===== config.mk =====
export PLATFORM = sky130hd
export DESIGN_NAME = beam_scan_controller_flat
export DESIGN_NICKNAME = d
export VERILOG_FILES = /design/src/rtl/beam_scan_controller_if.sv /design/src/rtl/beam_scan_controller.sv /design/src/flat_wrapper.sv
export SDC_FILE = /design/constraint.sdc
export NUM_CORES = 1
export LEC_CHECK = 0
export ABC_CLOCK_PERIOD_IN_PS = 6000
export CORE_ASPECT_RATIO = 0.7
export CORE_MARGIN = 1.5
export CORE_UTILIZATION = 47
export DETAILED_ROUTE_END_ITERATION = 8
export GPL_ROUTABILITY_DRIVEN = 1
export PLACE_DENSITY = 0.68
export SYNTH_ARGS = -nofsm -noshare
export SYNTH_HDL_FRONTEND = slang
export SYNTH_SLANG_ARGS = --single-unit
export TNS_END_PERCENT = 50

===== constraint.sdc =====
create_clock -name i_clk -period 6 [get_ports i_clk]
set_input_delay 0.6 -clock i_clk [delete_from_list [all_inputs] [get_ports i_clk]]
set_output_delay 0.6 -clock i_clk [all_outputs]
set_load 0.01 [all_outputs]

===== src/rtl/beam_scan_controller_if.sv =====
// rtl/beam_scan_controller_if.sv - control/data/status bundle between scan controller and its host
interface beam_scan_controller_if #(
    parameter int DATA_W = 22,
    parameter int ACC_W  = 27
);
    logic                     start;
    logic                     manual_en;
    logic [4:0]               manual_delay;
    logic signed [DATA_W-1:0] sum_in;
    logic [4:0]               delay_select;
    logic [4:0]               best_delay;
    logic [ACC_W-1:0]         best_energy;
    logic                     busy;
    logic                     done;

    modport master (
        output start, manual_en, manual_delay, sum_in,
        input  delay_select, best_delay, best_energy, busy, done
    );

    modport slave (
        input  start, manual_en, manual_delay, sum_in,
        output delay_select, best_delay, best_energy, busy, done
    );
endinterface


===== src/rtl/beam_scan_controller.sv =====
// rtl/beam_scan_controller.sv - sweeps beams, measures per-beam energy, locks onto the loudest
module beam_scan_controller #(
    parameter int NUM_BEAMS     = 32,
    parameter int SETTLE_FRAMES = 8,
    parameter int MEAS_LOG2     = 6,
    parameter int DATA_W        = 22
) (
    input  logic                  i_clk,
    input  logic                  i_rst_n,
    input  logic                  i_lr_clk,
    beam_scan_controller_if.slave bus
);
    localparam int ACC_W   = DATA_W - 1 + MEAS_LOG2;
    localparam int SET_W   = $clog2(SETTLE_FRAMES + 1);
    localparam int CNT_W   = (MEAS_LOG2 + 1 > SET_W) ? MEAS_LOG2 + 1 : SET_W;
    localparam logic [CNT_W-1:0] SETTLE_LAST = CNT_W'(SETTLE_FRAMES - 1);
    localparam logic [CNT_W-1:0] MEAS_LAST   = CNT_W'((1 << MEAS_LOG2) - 1);
    localparam logic [4:0]       LAST_BEAM   = 5'(NUM_BEAMS - 1);

    typedef enum logic [2:0] {S_IDLE, S_SETTLE, S_MEASURE, S_COMPARE, S_LOCK} state_t;

    state_t           r_state, w_state_nxt;
    logic [2:0]       r_lr_sync;
    logic             w_fs;
    logic [CNT_W-1:0] r_cnt, w_cnt_nxt;
    logic [4:0]       r_beam, w_beam_nxt;
    logic [4:0]       r_delay, w_delay_nxt;
    logic [4:0]       r_run_delay, w_run_delay_nxt;
    logic [4:0]       r_best_delay, w_best_delay_nxt;
    logic [ACC_W-1:0] r_acc, w_acc_nxt;
    logic [ACC_W-1:0] r_run_energy, w_run_energy_nxt;
    logic [ACC_W-1:0] r_best_energy, w_best_energy_nxt;
    logic             r_done, w_done_nxt;
    logic [DATA_W-1:0] w_neg;
    logic [DATA_W-2:0] w_abs;
    logic              w_take;

    // Two flops for metastability, the third only for edge detection.
    assign w_fs = r_lr_sync[1] & ~r_lr_sync[2];

    assign w_neg = -bus.sum_in;
    always_comb begin
        w_abs = bus.sum_in[DATA_W-2:0];
        if (bus.sum_in[DATA_W-1]) begin
            if (bus.sum_in[DATA_W-2:0] == '0) w_abs = '1;
            else                              w_abs = w_neg[DATA_W-2:0];
        end
    end

    // Running best is kept apart so an aborted scan never disturbs the published result.
    assign w_take = (r_beam == 5'd0) || (r_acc > r_run_energy);

    always_comb begin
        w_state_nxt       = r_state;
        w_cnt_nxt         = r_cnt;
        w_beam_nxt        = r_beam;
        w_delay_nxt       = r_delay;
        w_run_delay_nxt   = r_run_delay;
        w_run_energy_nxt  = r_run_energy;
        w_best_delay_nxt  = r_best_delay;
        w_best_energy_nxt = r_best_energy;
        w_acc_nxt         = r_acc;
        w_done_nxt        = 1'b0;
        if (bus.manual_en) begin
            w_state_nxt = S_IDLE;
            w_delay_nxt = bus.manual_delay;
        end else begin
            case (r_state)
                S_IDLE, S_LOCK: begin
                    if (bus.start) begin
                        w_state_nxt = S_SETTLE;
                        w_beam_nxt  = 5'd0;
                        w_delay_nxt = 5'd0;
                        w_cnt_nxt   = '0;
                    end
                end
                S_SETTLE: begin
                    if (w_fs) begin
                        if (r_cnt == SETTLE_LAST) begin
                            w_state_nxt = S_MEASURE;
                            w_cnt_nxt   = '0;
                            w_acc_nxt   = '0;
                        end else begin
                            w_cnt_nxt = r_cnt + 1'b1;
                        end
                    end
                end
                S_MEASURE: begin
                    if (w_fs) begin
                        w_acc_nxt = r_acc + ACC_W'(w_abs);
                        if (r_cnt == MEAS_LAST) begin
                            w_state_nxt = S_COMPARE;
                            w_cnt_nxt   = '0;
                        end else begin
                            w_cnt_nxt = r_cnt + 1'b1;
                        end
                    end
                end
                S_COMPARE: begin
                    if (w_take) begin
                        w_run_delay_nxt  = r_beam;
                        w_run_energy_nxt = r_acc;
                    end
                    if (r_beam == LAST_BEAM) begin
                        w_state_nxt       = S_LOCK;
                        w_done_nxt        = 1'b1;
                        w_delay_nxt       = w_run_delay_nxt;
                        w_best_delay_nxt  = w_run_delay_nxt;
                        w_best_energy_nxt = w_run_energy_nxt;
                    end else begin
                        w_state_nxt = S_SETTLE;
                        w_beam_nxt  = r_beam + 5'd1;
                        w_delay_nxt = r_beam + 5'd1;
                        w_cnt_nxt   = '0;
                    end
                end
                default: w_state_nxt = S_IDLE;
            endcase
        end
    end

    always_ff @(posedge i_clk or negedge i_rst_n) begin
        if (!i_rst_n) begin
            r_state       <= S_IDLE;
            r_lr_sync     <= '0;
            r_cnt         <= '0;
            r_beam        <= '0;
            r_delay       <= '0;
            r_run_delay   <= '0;
            r_run_energy  <= '0;
            r_best_delay  <= '0;
            r_best_energy <= '0;
            r_acc         <= '0;
            r_done        <= 1'b0;
        end else begin
            r_state       <= w_state_nxt;
            r_lr_sync     <= {r_lr_sync[1:0], i_lr_clk};
            r_cnt         <= w_cnt_nxt;
            r_beam        <= w_beam_nxt;
            r_delay       <= w_delay_nxt;
            r_run_delay   <= w_run_delay_nxt;
            r_run_energy  <= w_run_energy_nxt;
            r_best_delay  <= w_best_delay_nxt;
            r_best_energy <= w_best_energy_nxt;
            r_acc         <= w_acc_nxt;
            r_done        <= w_done_nxt;
        end
    end

    assign bus.delay_select = r_delay;
    assign bus.best_delay   = r_best_delay;
    assign bus.best_energy  = r_best_energy;
    assign bus.done         = r_done;
    assign bus.busy         = (r_state == S_SETTLE) || (r_state == S_MEASURE) ||
                              (r_state == S_COMPARE);
endmodule

===== src/flat_wrapper.sv =====
// flat-port wrapper written by rule: the top's interface ports become plain ports
module beam_scan_controller_flat 
#(
    parameter int NUM_BEAMS     = 32,
    parameter int SETTLE_FRAMES = 8,
    parameter int MEAS_LOG2     = 6,
    parameter int DATA_W        = 22
)
  (i_clk, i_rst_n, i_lr_clk, bus_start, bus_manual_en, bus_manual_delay, bus_sum_in, bus_delay_select, bus_best_delay, bus_best_energy, bus_busy, bus_done);
  beam_scan_controller_if #(.DATA_W(DATA_W)) bus_i ();
  input  logic i_clk;
  input  logic i_rst_n;
  input  logic i_lr_clk;
  input wire logic [$bits(bus_i.start)-1:0] bus_start;
  input wire logic [$bits(bus_i.manual_en)-1:0] bus_manual_en;
  input wire logic [$bits(bus_i.manual_delay)-1:0] bus_manual_delay;
  input wire logic [$bits(bus_i.sum_in)-1:0] bus_sum_in;
  output wire logic [$bits(bus_i.delay_select)-1:0] bus_delay_select;
  output wire logic [$bits(bus_i.best_delay)-1:0] bus_best_delay;
  output wire logic [$bits(bus_i.best_energy)-1:0] bus_best_energy;
  output wire logic [$bits(bus_i.busy)-1:0] bus_busy;
  output wire logic [$bits(bus_i.done)-1:0] bus_done;
  assign bus_i.start = bus_start;
  assign bus_i.manual_en = bus_manual_en;
  assign bus_i.manual_delay = bus_manual_delay;
  assign bus_i.sum_in = bus_sum_in;
  assign bus_delay_select = bus_i.delay_select;
  assign bus_best_delay = bus_i.best_delay;
  assign bus_best_energy = bus_i.best_energy;
  assign bus_busy = bus_i.busy;
  assign bus_done = bus_i.done;
  beam_scan_controller #(.NUM_BEAMS(NUM_BEAMS), .SETTLE_FRAMES(SETTLE_FRAMES), .MEAS_LOG2(MEAS_LOG2), .DATA_W(DATA_W)) u_core (.i_clk(i_clk), .i_rst_n(i_rst_n), .i_lr_clk(i_lr_clk), .bus(bus_i));
endmodule

==> results_dict.tcl, run 1 <==
set metrics [dict create \
    fin_nets 987 \
    synth_compound_gate_area_share_pct 21.3 \
    ys.warnings.count 0 \
    placeableCoreArea_sq_mm 0.0149 \
    die_width_um 152 \
    num_io_pins 71 \
    area.growth.synth_to_final_pct 19.9 \
    inserted_clock_buffers 17 \
    timing.final.crit_share_pct 94.7 \
    detail_route.first_pass.iterations 9 \
    cts.repair.resized 0 \
    critPathArrivalTime_ps 6030 \
    core.rowCount 37 \
    dp_hpwl_um 12100 \
    drt-wirelength-per-cell_um 15.4 \
    synthCells 833 \
    htreeDepth 4 \
    placement.io_buffers 70 \
    globalplace.congestion 0.916 \
    critical_path_rt_ps 6350 \
    grt_setup_unrepaired "no" \
    floorplan.initialDensity_pct 48.9 \
    stdcell_count 1105 \
    reg2reg_setup_slack_ps 1820 \
    share_of_synthesized_cell_area_in_and_or_nand_and_nor_gates_pct 17.5 \
    critPathKind "primary input to register" \
    yosys.area_share.xor_xnor_pct 2.28 \
    timing_max_transition_violations_final 0 \
    cts_tree "done" \
    largest_family_of_logic_cells_by_synthesized_area "compound AO/OA/AOI/OAI gates" \
    path_max_fanout 6 \
    finalHoldViolations 0 \
    crit_path_end_kind "register" \
    synth_async_sr_flop_share_pct 100 \
    layout_setup_ws_ps 317 \
    numPlacedInstances 1073 \
    number_of_antenna_violations_at_the_first_check_in_global_routing 0 \
    drc 0 \
    max_slew_margin_pct 28.6 \
    max_clock_freq_ghz 0.176 \
    synth_enable_flop_cells 0 \
    synth_fp_nets 923 \
    clk_root_buffer_cell "sky130_fd_sc_hd__clkbuf_16" \
    drive_gt1_share_pct 9.12 \
    cap_violations 0 \
    cts.hold.buffers_added 0 \
    postRouteAntennaNets 0 \
    sw_frac_of_total_pct 25.5 \
    vdd.ir_drop.worst_mv 0.181 \
    fp.dieH_um 107 \
    tightestPinTransition_ps 1070 \
    insertedDiodeCount 0 \
    insertion_delay_ps 420 \
    route.vias.total 6284 \
    postSynth.topFlopCell "sky130_fd_sc_hd__dfrtp_1" \
    timing.clock.skew_ps 13.8 \
    period_minus_slack_ps 5680 \
    hp-class "primary input to async pin" \
    endpoint "u_core.r_acc[23]" \
    largest_net_degree_at_the_start_of_global_routing 69 \
    syn-mean-instance-area_sq_um 8.75 \
    preCtsSetupSlack_ps 62.7 \
    total_leakage_power_uw 0.00393 \
    yosysUniqueCellTypes 62 \
    cell_internal_pwr_uw 1440 \
    grt_overflow_total 0 \
    first_iter_violations 402 \
    path_clk_slew_ps 60 \
    globalRouteTotalUtil_pct 21.9 \
    status "finished clean" \
    synthAdderAreaFrac_pct 10.2 \
    first_global_vias 5824 \
    fillerInstances 1334 \
    muxShareOfSynthArea_pct 4.84 \
    worst_r2r_startpoint "u_core.r_acc[23]" \
    clock_tree.buffer_depth 2 \
    wl_um 17000 \
    total_of_endpoints_with_negative_setup_slack_in_the_final_report 0 \
    power_frac_comb_pct 8.1 \
    total_standard_cell_area_after_synthesis_sq_mm 0.00729 \
    layout.area.seq_sq_mm 0.00288 \
    seq_power_share_pct 41.1 \
    yosysSeqAreaShare_pct 39.5 \
    reg2reg_to "u_core.r_run_energy[20]" \
    clock_sink_count 115 \
    area_taken_by_multi_input_logic_gates_sq_mm 0.00410 \
    die_area_sq_mm 0.0163 \
    clkPwrFrac_pct 50.8 \
    r2r.worst_path.cells 7 \
    final_cell_mix "115 x sky130_fd_sc_hd__dfrtp_1, 106 x sky130_fd_sc_hd__o21ai_0, 103 x sky130_fd_sc_hd__nand2_1" \
    post_cts.repair.setup_buffers 0 \
    power.switching_uw 490 \
    grt_first_pass_wirelength_um 28900 \
    leading_cell_type_in_the_layout_fill_and_taps_excluded "sky130_fd_sc_hd__dfrtp_1" \
    flops_latches_synth 115 \
    vias_per_cell 5.69 \
    tns_ps 0 \
    critical_path.startpoint_type "primary input" \
    power_density_mw_per_mm2 220 \
    final_core_util_pct 58.7 \
    timing.critical_path.from "bus_sum_in[0]" \
]
## power by group through the flow
stage / clock network, uW / registers [uW] / logic (uW)
global route: 1030 / 791 / 177
global placement: 0 / 804 / 156
detailed placement: 0 / 804 / 156
finish: 979 / 791 / 156
floorplan: 0 / 804 / 85.3
CTS: 992 / 791 / 158
## per-layer routing
| metal | track usage, % | routed length, um | up-vias |
|---|---|---|---|
| met2 | 33.5 | 7370 | 159 |
| met3 | 4.00 | 829 | 21 |
| li1 | - | - | 3131 |
| met5 | 0 | 0 | - |
| met4 | 5.55 | 201 | 0 |
| met1 | 32.0 | 8630 | 2973 |
## critical path, stage by stage
cell	delay, ps
sky130_fd_sc_hd__clkdlybuf4s50_1	430
sky130_fd_sc_hd__inv_1	90
sky130_fd_sc_hd__ha_1	190
sky130_fd_sc_hd__or3b_4	400
sky130_fd_sc_hd__or3_4	370
sky130_fd_sc_hd__nor2_2	130
sky130_fd_sc_hd__nand4_1	120
sky130_fd_sc_hd__or3_1	390
sky130_fd_sc_hd__or2_2	360
sky130_fd_sc_hd__nand2_1	80
sky130_fd_sc_hd__nand2_1	50
sky130_fd_sc_hd__o21ai_0	210
sky130_fd_sc_hd__ha_1	260
sky130_fd_sc_hd__o21ai_0	140
sky130_fd_sc_hd__o21bai_1	180
sky130_fd_sc_hd__a2111oi_0	130
sky130_fd_sc_hd__buf_4	160
sky130_fd_sc_hd__nor3b_1	360
sky130_fd_sc_hd__nor2_1	130
sky130_fd_sc_hd__o31ai_1	400
sky130_fd_sc_hd__a31oi_1	240
sky130_fd_sc_hd__or4_1	500
sky130_fd_sc_hd__nand3_1	90
## sequential cells by signal, summed over array words and instances, names as in the netlist
register / cells
u_core.bus.best_energy: 27
u_core.r_acc: 27
u_core.r_run_energy: 27
u_core.r_cnt: 7
u_core.bus.best_delay: 5
u_core.bus.delay_select: 5
u_core.r_beam: 5
u_core.r_run_delay: 5
u_core.r_lr_sync: 3
u_core.r_state: 3
u_core.bus.done: 1
## cell usage after synthesis, types with 3 or more instances
cell,n,area [sq um]
sky130_fd_sc_hd__a211o_1,3,26.3
sky130_fd_sc_hd__a211oi_1,3,22.5
sky130_fd_sc_hd__a21o_1,20,150
sky130_fd_sc_hd__a21oi_1,60,300
sky130_fd_sc_hd__a22o_1,5,43.8
sky130_fd_sc_hd__a31oi_1,4,25.0
sky130_fd_sc_hd__and2_1,7,43.8
sky130_fd_sc_hd__and3_1,6,37.5
sky130_fd_sc_hd__buf_2,4,20.0
sky130_fd_sc_hd__clkbuf_1,29,109
sky130_fd_sc_hd__dfrtp_1,115,2880
sky130_fd_sc_hd__ha_1,57,713
sky130_fd_sc_hd__inv_1,46,173
sky130_fd_sc_hd__mux2_2,26,293
sky130_fd_sc_hd__mux2i_1,6,60.1
sky130_fd_sc_hd__nand2_1,104,390
sky130_fd_sc_hd__nand2b_1,10,62.6
sky130_fd_sc_hd__nand3_1,20,100
sky130_fd_sc_hd__nand4_1,10,62.6
sky130_fd_sc_hd__nor2_1,61,229
sky130_fd_sc_hd__nor2b_1,9,56.3
sky130_fd_sc_hd__nor3_1,13,65.1
sky130_fd_sc_hd__nor4_1,4,25.0
sky130_fd_sc_hd__o2111ai_1,3,26.3
sky130_fd_sc_hd__o211ai_1,5,37.5
sky130_fd_sc_hd__o21a_1,8,60.1
sky130_fd_sc_hd__o21ai_0,106,531
sky130_fd_sc_hd__o21bai_1,4,30.0
sky130_fd_sc_hd__o31ai_1,11,82.6
sky130_fd_sc_hd__o41ai_1,6,52.6
sky130_fd_sc_hd__or2_2,3,18.8
sky130_fd_sc_hd__or3_1,7,43.8
sky130_fd_sc_hd__or3_4,3,33.8
sky130_fd_sc_hd__or4_1,5,37.5
sky130_fd_sc_hd__xnor2_1,7,61.3
sky130_fd_sc_hd__xor2_1,12,105
## metrics by stage
stage	hold WS [ps]	instance area [sq um]	total power (uW)
detailed placement	337	8170	961
CTS	250	8740	1940
finish	230	8740	1930
global placement	333	8170	960
global route	298	8740	2000
floorplan	304	7290	889
## cell type report
type / instances / share of cell area (%)
Multi-Input combinational cell: 637 / 46.9
Sequential cell: 115 / 32.9
Timing Repair Buffer: 80 / 8.84
Clock buffer: 18 / 5.02
Tap cell: 195 / 2.79
Inverter: 46 / 1.97
Clock inverter: 14 / 1.53
## how the worst min path moves through the flow
stage	start	end	slack, ps	depth (start not counted)
2_1_floorplan	i_rst_n	u_core.bus.best_delay[0]	300	0
5_1_grt	i_rst_n	u_core.bus.done	300	1
6_report	i_rst_n	u_core.bus.done	230	1
3_3_place_gp	u_core.r_lr_sync[0]	u_core.r_lr_sync[1]	330	0
3_5_place_dp	u_core.r_lr_sync[0]	u_core.r_lr_sync[1]	340	0
4_1_cts	i_rst_n	u_core.bus.done	250	1
## cell families (layout without fill, tap and decap cells)
family / Yosys count / count (layout)
adder cells (fa/ha/maj): 59 / 59
AND/OR/NAND/NOR: 271 / 271
flip-flops: 115 / 115
buffers and inverters: 81 / 158
XOR/XNOR: 19 / 19
multiplexers: 32 / 32
AO/OA/AOI/OAI: 256 / 256
(Power assumes the default switching activity.)
==> run 2, diff against run 1 <==
--- a/config.mk
+++ b/config.mk
@@ -7,10 +7,10 @@
 export LEC_CHECK = 0
 export ABC_CLOCK_PERIOD_IN_PS = 6000
 export CORE_ASPECT_RATIO = 0.7
-export CORE_MARGIN = 1.5
 export CORE_UTILIZATION = 47
 export DETAILED_ROUTE_END_ITERATION = 8
 export GPL_ROUTABILITY_DRIVEN = 1
+export GPL_TIMING_DRIVEN = 1
 export PLACE_DENSITY = 0.68
 export SYNTH_ARGS = -nofsm -noshare
 export SYNTH_HDL_FRONTEND = slang
==> results_dict.tcl, run 2 (same netlist as run 1, synthesis figures left out) <==
set metrics [dict create \
    path_max_fanout 9 \
    dp_hpwl_um 12100 \
    total_chip_power_uw 1920 \
    cell_internal_pwr_uw 1430 \
    period_minus_slack_ps 5480 \
    total_leakage_power_uw 0.00393 \
    cts.hold.buffers_added 0 \
    grt_setup_unrepaired "no" \
    clkPwrFrac_pct 50.7 \
    power_frac_comb_pct 8.1 \
    die_width_um 151 \
    tightestPinTransition_ps 1080 \
    drc 0 \
    worst_path_max_delay_cell "sky130_fd_sc_hd__or4_1" \
    cts_tree "done" \
    tns_ps 0 \
    timing.clock.skew_ps 8.05 \
    grt_overflow_total 0 \
    clk_root_buffer_cell "sky130_fd_sc_hd__clkbuf_16" \
    post_route_hold_slack_ps 234 \
    fp.dieH_um 106 \
    drt-wirelength-per-cell_um 15.4 \
    cap_violations 0 \
    max_slew_margin_pct 27.8 \
    hp-class "primary input to async pin" \
    seq_power_share_pct 41.2 \
    power.switching_uw 485 \
    area_taken_by_multi_input_logic_gates_sq_mm 0.00412 \
    final_cell_mix "115 x sky130_fd_sc_hd__dfrtp_1, 106 x sky130_fd_sc_hd__o21ai_0, 103 x sky130_fd_sc_hd__nand2_1" \
    leading_cell_type_in_the_layout_fill_and_taps_excluded "sky130_fd_sc_hd__dfrtp_1" \
    placeableCoreArea_sq_mm 0.0149 \
    reg2reg_to "u_core.r_run_delay[2]" \
    detail_route.first_pass.iterations 5 \
    clock_sink_count 115 \
    vias_per_cell 5.63 \
    globalRouteTotalUtil_pct 22.5 \
    path_clk_slew_ps 60 \
    cp.buffers_inverters 4 \
    power_density_mw_per_mm2 220 \
    postRouteAntennaNets 0 \
    sw_frac_of_total_pct 25.3 \
    insertion_delay_ps 410 \
    endpoint "u_core.r_acc[26]" \
    max_clock_freq_ghz 0.182 \
    reg2reg_setup_slack_ps 1820 \
    layout.area.seq_sq_mm 0.00288 \
    placement.io_buffers 70 \
    num_io_pins 71 \
    number_of_antenna_violations_at_the_first_check_in_global_routing 0 \
    core.rowCount 37 \
    wl_um 17000 \
    r2r.worst_path.cells 7 \
    vdd.ir_drop.worst_mv 0.195 \
    area.growth.synth_to_final_pct 19.9 \
    critPathKind "primary input to register" \
    insertedDiodeCount 0 \
    largest_net_degree_at_the_start_of_global_routing 69 \
    clock_tree.buffer_depth 2 \
    timing.final.crit_share_pct 91.4 \
    stages_on_worst_setup_path 24 \
    critical_path.startpoint_type "primary input" \
    die_area_sq_mm 0.0160 \
    finalHoldViolations 0 \
    grt_first_pass_wirelength_um 28500 \
    critical_path.cell_chain "clkdlybuf4s50_1 > inv_1 > ha_1 > or3b_4 > or3_4 > nor2_2 > nand4_1 > or3_1 > nor2_1 > buf_4 > nand2_1 > nand2_1 > ha_1 > inv_1 > fa_1 > nor2b_1 > o2111ai_1 > a21oi_1 > o2111ai_1 > a31oi_1 > a31oi_1 > a21o_1 > or4_1 > nand3_1" \
    status "finished clean" \
    fillerInstances 1385 \
    drive_gt1_share_pct 9.14 \
    first_global_vias 5733 \
    total_of_endpoints_with_negative_setup_slack_in_the_final_report 0 \
    timing_max_transition_violations_final 0 \
    critPathArrivalTime_ps 5830 \
    critical_path_rt_ps 6350 \
    critical_path.max_stage_delay_ps 480 \
    worst_r2r_startpoint "u_core.r_acc[24]" \
    timing.critical_path.from "bus_sum_in[0]" \
    crit_path_end_kind "register" \
    post_cts.repair.setup_buffers 0 \
    fin_nets 985 \
    inserted_clock_buffers 17 \
    globalplace.congestion 0.881 \
    floorplan.initialDensity_pct 48.9 \
    first_iter_violations 474 \
    htreeDepth 4 \
    critical-path-top-delay-family "simple AND/OR/NAND/NOR gates" \
    route.vias.total 6214 \
]
run 2: cell types whose count changed in the layout (fill, tap and decap cells not counted), sizes merged:
cell / before / now
clkinv: 7 / 5
inv: 47 / 48
buf: 11 / 9
clkinvlp: 5 / 6
run 2: power by group through the flow:
stage,logic [uW],registers (uW),clock network (uW)
detailed placement,155,805,0
finish,156,791,973
floorplan,85.3,804,0
global placement,156,804,0
global route,176,792,1030
CTS,156,791,986
run 2: routing by layer:
layer	wire length [um]	share of wire, %	global-route usage (%)
met1	8630	51	33.3
met2	7410	44	33.2
met3	656	3.9	3.52
met4	294	1.7	7.57
met5	0	0	0
run 2: timing repair:
action,in CTS,in global routing
endpoints found under the setup margin,0,3
resized for setup,0,3
hold endpoints to repair,0,0
run 2: area by class of cell:
class	count	area share, %
multi-input combinational	637	47.1
sequential	115	32.9
timing repair buffer	78	8.68
clock buffer	18	5.03
tap	195	2.79
inverter	46	1.98
clock inverter	14	1.52
run 2: through the flow:
stage | util (%) | area (sq um) | worst slack (ps) | cells
final | 58.6 | 8740 | 517 | 1103
after global placement | 54.7 | 8160 | 173 | 1071
after floorplan | - | 7290 | 934 | 833
after global routing | 58.6 | 8740 | 60.0 | 1103
after CTS | 58.6 | 8730 | 446 | 1103
after detailed placement | 54.7 | 8160 | 30.7 | 1071
run 2: worst min path at each step:
stage          slack, ps           startpoint                  endpoint  depth (start not counted)
3_3_place_gp         330  u_core.r_lr_sync[0]       u_core.r_lr_sync[1]                          0
2_1_floorplan        300              i_rst_n  u_core.bus.best_delay[0]                          0
3_5_place_dp         330  u_core.r_lr_sync[0]       u_core.r_lr_sync[1]                          0
4_1_cts              250              i_rst_n           u_core.bus.done                          1
5_1_grt              300              i_rst_n           u_core.bus.done                          1
6_report             230              i_rst_n           u_core.bus.done                          1
==> run 3, diff against run 2 <==
--- a/config.mk
+++ b/config.mk
@@ -5,13 +5,13 @@
 export SDC_FILE = /design/constraint.sdc
 export NUM_CORES = 1
 export LEC_CHECK = 0
-export ABC_CLOCK_PERIOD_IN_PS = 6000
 export CORE_ASPECT_RATIO = 0.7
 export CORE_UTILIZATION = 47
 export DETAILED_ROUTE_END_ITERATION = 8
 export GPL_ROUTABILITY_DRIVEN = 1
 export GPL_TIMING_DRIVEN = 1
 export PLACE_DENSITY = 0.68
+export SLEW_MARGIN = 25
 export SYNTH_ARGS = -nofsm -noshare
 export SYNTH_HDL_FRONTEND = slang
 export SYNTH_SLANG_ARGS = --single-unit
==> results_dict.tcl, run 3 (same netlist as run 1, synthesis figures left out) <==
set metrics [dict create \
    status "finished clean" \
    final_cell_mix "115 x sky130_fd_sc_hd__dfrtp_1, 106 x sky130_fd_sc_hd__o21ai_0, 103 x sky130_fd_sc_hd__nand2_1" \
    detail_route.first_pass.iterations 5 \
    power_density_mw_per_mm2 219 \
    die_area_sq_mm 0.0160 \
    grt_first_pass_wirelength_um 28500 \
    critPathArrivalTime_ps 5840 \
    timing.clock.skew_ps 7.50 \
    first_global_vias 5733 \
    fp.dieH_um 106 \
    met3_usage_pct 3.52 \
    period_minus_slack_ps 5500 \
    cap_violations 0 \
    drt-wirelength-per-cell_um 15.4 \
    total_of_endpoints_with_negative_setup_slack_in_the_final_report 0 \
    cts_tree "done" \
    leading_cell_type_in_the_layout_fill_and_taps_excluded "sky130_fd_sc_hd__dfrtp_1" \
    vdd.ir_drop.worst_mv 0.194 \
    layout.area.seq_sq_mm 0.00288 \
    total_chip_power_uw 1920 \
    path_max_fanout 9 \
    finalHoldViolations 0 \
    post_dp_cell_area_sq_mm 0.00816 \
    fin_nets 985 \
    fillerInstances 1383 \
    area.growth.synth_to_final_pct 20.0 \
    gr-usage-met2_pct 33.2 \
    vias_per_cell 5.63 \
    critical_path.startpoint_type "primary input" \
    drive_gt1_share_pct 9.14 \
    drc 0 \
    globalplace.congestion 0.881 \
    htreeDepth 4 \
    grt_setup_unrepaired "no" \
    met1_usage_grt_pct 33.3 \
    clock_sink_count 115 \
    core.rowCount 37 \
    final_core_util_pct 58.7 \
    timing_max_transition_violations_final 0 \
    area_taken_by_multi_input_logic_gates_sq_mm 0.00413 \
    insertedDiodeCount 0 \
    postRouteAntennaNets 0 \
    max_clock_freq_ghz 0.182 \
    crit_path_end_kind "register" \
    floorplan.initialDensity_pct 48.9 \
    route.vias.total 6214 \
    post_route_hold_slack_ps 234 \
    inserted_clock_buffers 17 \
    die_width_um 151 \
    number_of_antenna_violations_at_the_first_check_in_global_routing 0 \
    critPathKind "primary input to register" \
    hp-class "primary input to async pin" \
    first_iter_violations 439 \
    cts.hold.buffers_added 0 \
    post_cts.repair.setup_buffers 0 \
    placeableCoreArea_sq_mm 0.0149 \
    grt_overflow_total 0 \
    global_route.peak_usage_layer "met1" \
    total_leakage_power_uw 0.00394 \
    timing.final.crit_share_pct 91.6 \
    num_io_pins 71 \
    dp_hpwl_um 12100 \
    reg2reg_setup_slack_ps 2120 \
    critical_path_rt_ps 6340 \
    tightestPinTransition_ps 889 \
    tns_ps 0 \
    largest_net_degree_at_the_start_of_global_routing 69 \
    insertion_delay_ps 410 \
    wl_um 17000 \
    path_clk_slew_ps 60 \
    clock_tree.buffer_depth 2 \
    max_slew_margin_pct 40.5 \
    final_design_area_no_fill_sq_mm 0.00875 \
    clk_root_buffer_cell "sky130_fd_sc_hd__clkbuf_16" \
    globalRouteTotalUtil_pct 22.5 \
    placement.io_buffers 70 \
]
## run 3: cell types whose count changed in the layout (fill, tap and decap cells not counted)
cell	delta
sky130_fd_sc_hd__nand2_4	+1
sky130_fd_sc_hd__nand2_2	-1
sky130_fd_sc_hd__a211o_4	+1
sky130_fd_sc_hd__a211o_2	-1
## run 3: where the power goes
group	internal (uW)	switching, uW	leakage, uW
Combinational	67.7	88.4	0.00210
Clock	583	390	0.000261
Sequential	784	7.19	0.00158
## run 3: cell type report
cell class                 instances  area share, %
multi-input combinational        637           47.2
sequential                       115           32.9
timing repair buffer              78           8.66
clock buffer                      18           5.02
tap                              195           2.79
inverter                          46           1.97
clock inverter                    14           1.52
## run 3: path summary, 6_finish.rpt
path,from,endpoint,depth (start not counted)
min,i_rst_n,u_core.bus.done,1
max reg2reg,u_core.r_acc[24],u_core.r_run_energy[4],8
max in group asynchronous,i_rst_n,u_core.r_acc[24],2
min reg2reg,u_core.r_lr_sync[0],u_core.r_lr_sync[1],0
max,bus_sum_in[0],u_core.r_acc[26],24
min in group i_clk,u_core.r_lr_sync[0],u_core.r_lr_sync[1],0
## run 3: critical path: stages
cell and delay [ps]:
sky130_fd_sc_hd__clkdlybuf4s50_1 420, sky130_fd_sc_hd__inv_1 90, sky130_fd_sc_hd__ha_1 180, sky130_fd_sc_hd__or3b_4 390
sky130_fd_sc_hd__or3_4 370, sky130_fd_sc_hd__nor2_2 120, sky130_fd_sc_hd__nand4_1 140, sky130_fd_sc_hd__or3_1 390
sky130_fd_sc_hd__nor2_1 140, sky130_fd_sc_hd__buf_4 180, sky130_fd_sc_hd__nand2_1 80, sky130_fd_sc_hd__nand2_1 100
sky130_fd_sc_hd__ha_1 180, sky130_fd_sc_hd__inv_1 60, sky130_fd_sc_hd__fa_1 370, sky130_fd_sc_hd__nor2b_1 230
sky130_fd_sc_hd__o2111ai_1 170, sky130_fd_sc_hd__a21oi_1 220, sky130_fd_sc_hd__o2111ai_1 150, sky130_fd_sc_hd__a31oi_1 290
sky130_fd_sc_hd__a31oi_1 150, sky130_fd_sc_hd__a21o_1 240, sky130_fd_sc_hd__or4_1 480, sky130_fd_sc_hd__nand3_1 90
## run 3: per-stage QoR
stage	setup slack (ps)	cells
floorplan	934	833
global placement	173	1071
detailed placement	30.7	1071
CTS	446	1103
global route	60.0	1103
finish	503	1103
## run 3: what timing repair did
action | 4_1_cts | 5_1_grt
hold endpoints to repair | 0 | 0
setup endpoints to repair | 0 | 3
gates resized for setup | 0 | 3
## run 3: per-layer routing
metal / share of wire (%) / wire length, um / vias to the layer above
met4: 1.7 / 294 / 0
li1: - / - / 3113
met1: 51 / 8690 / 2961
met5: 0 / 0 / -
met3: 3.4 / 577 / 24
met2: 44 / 7410 / 116
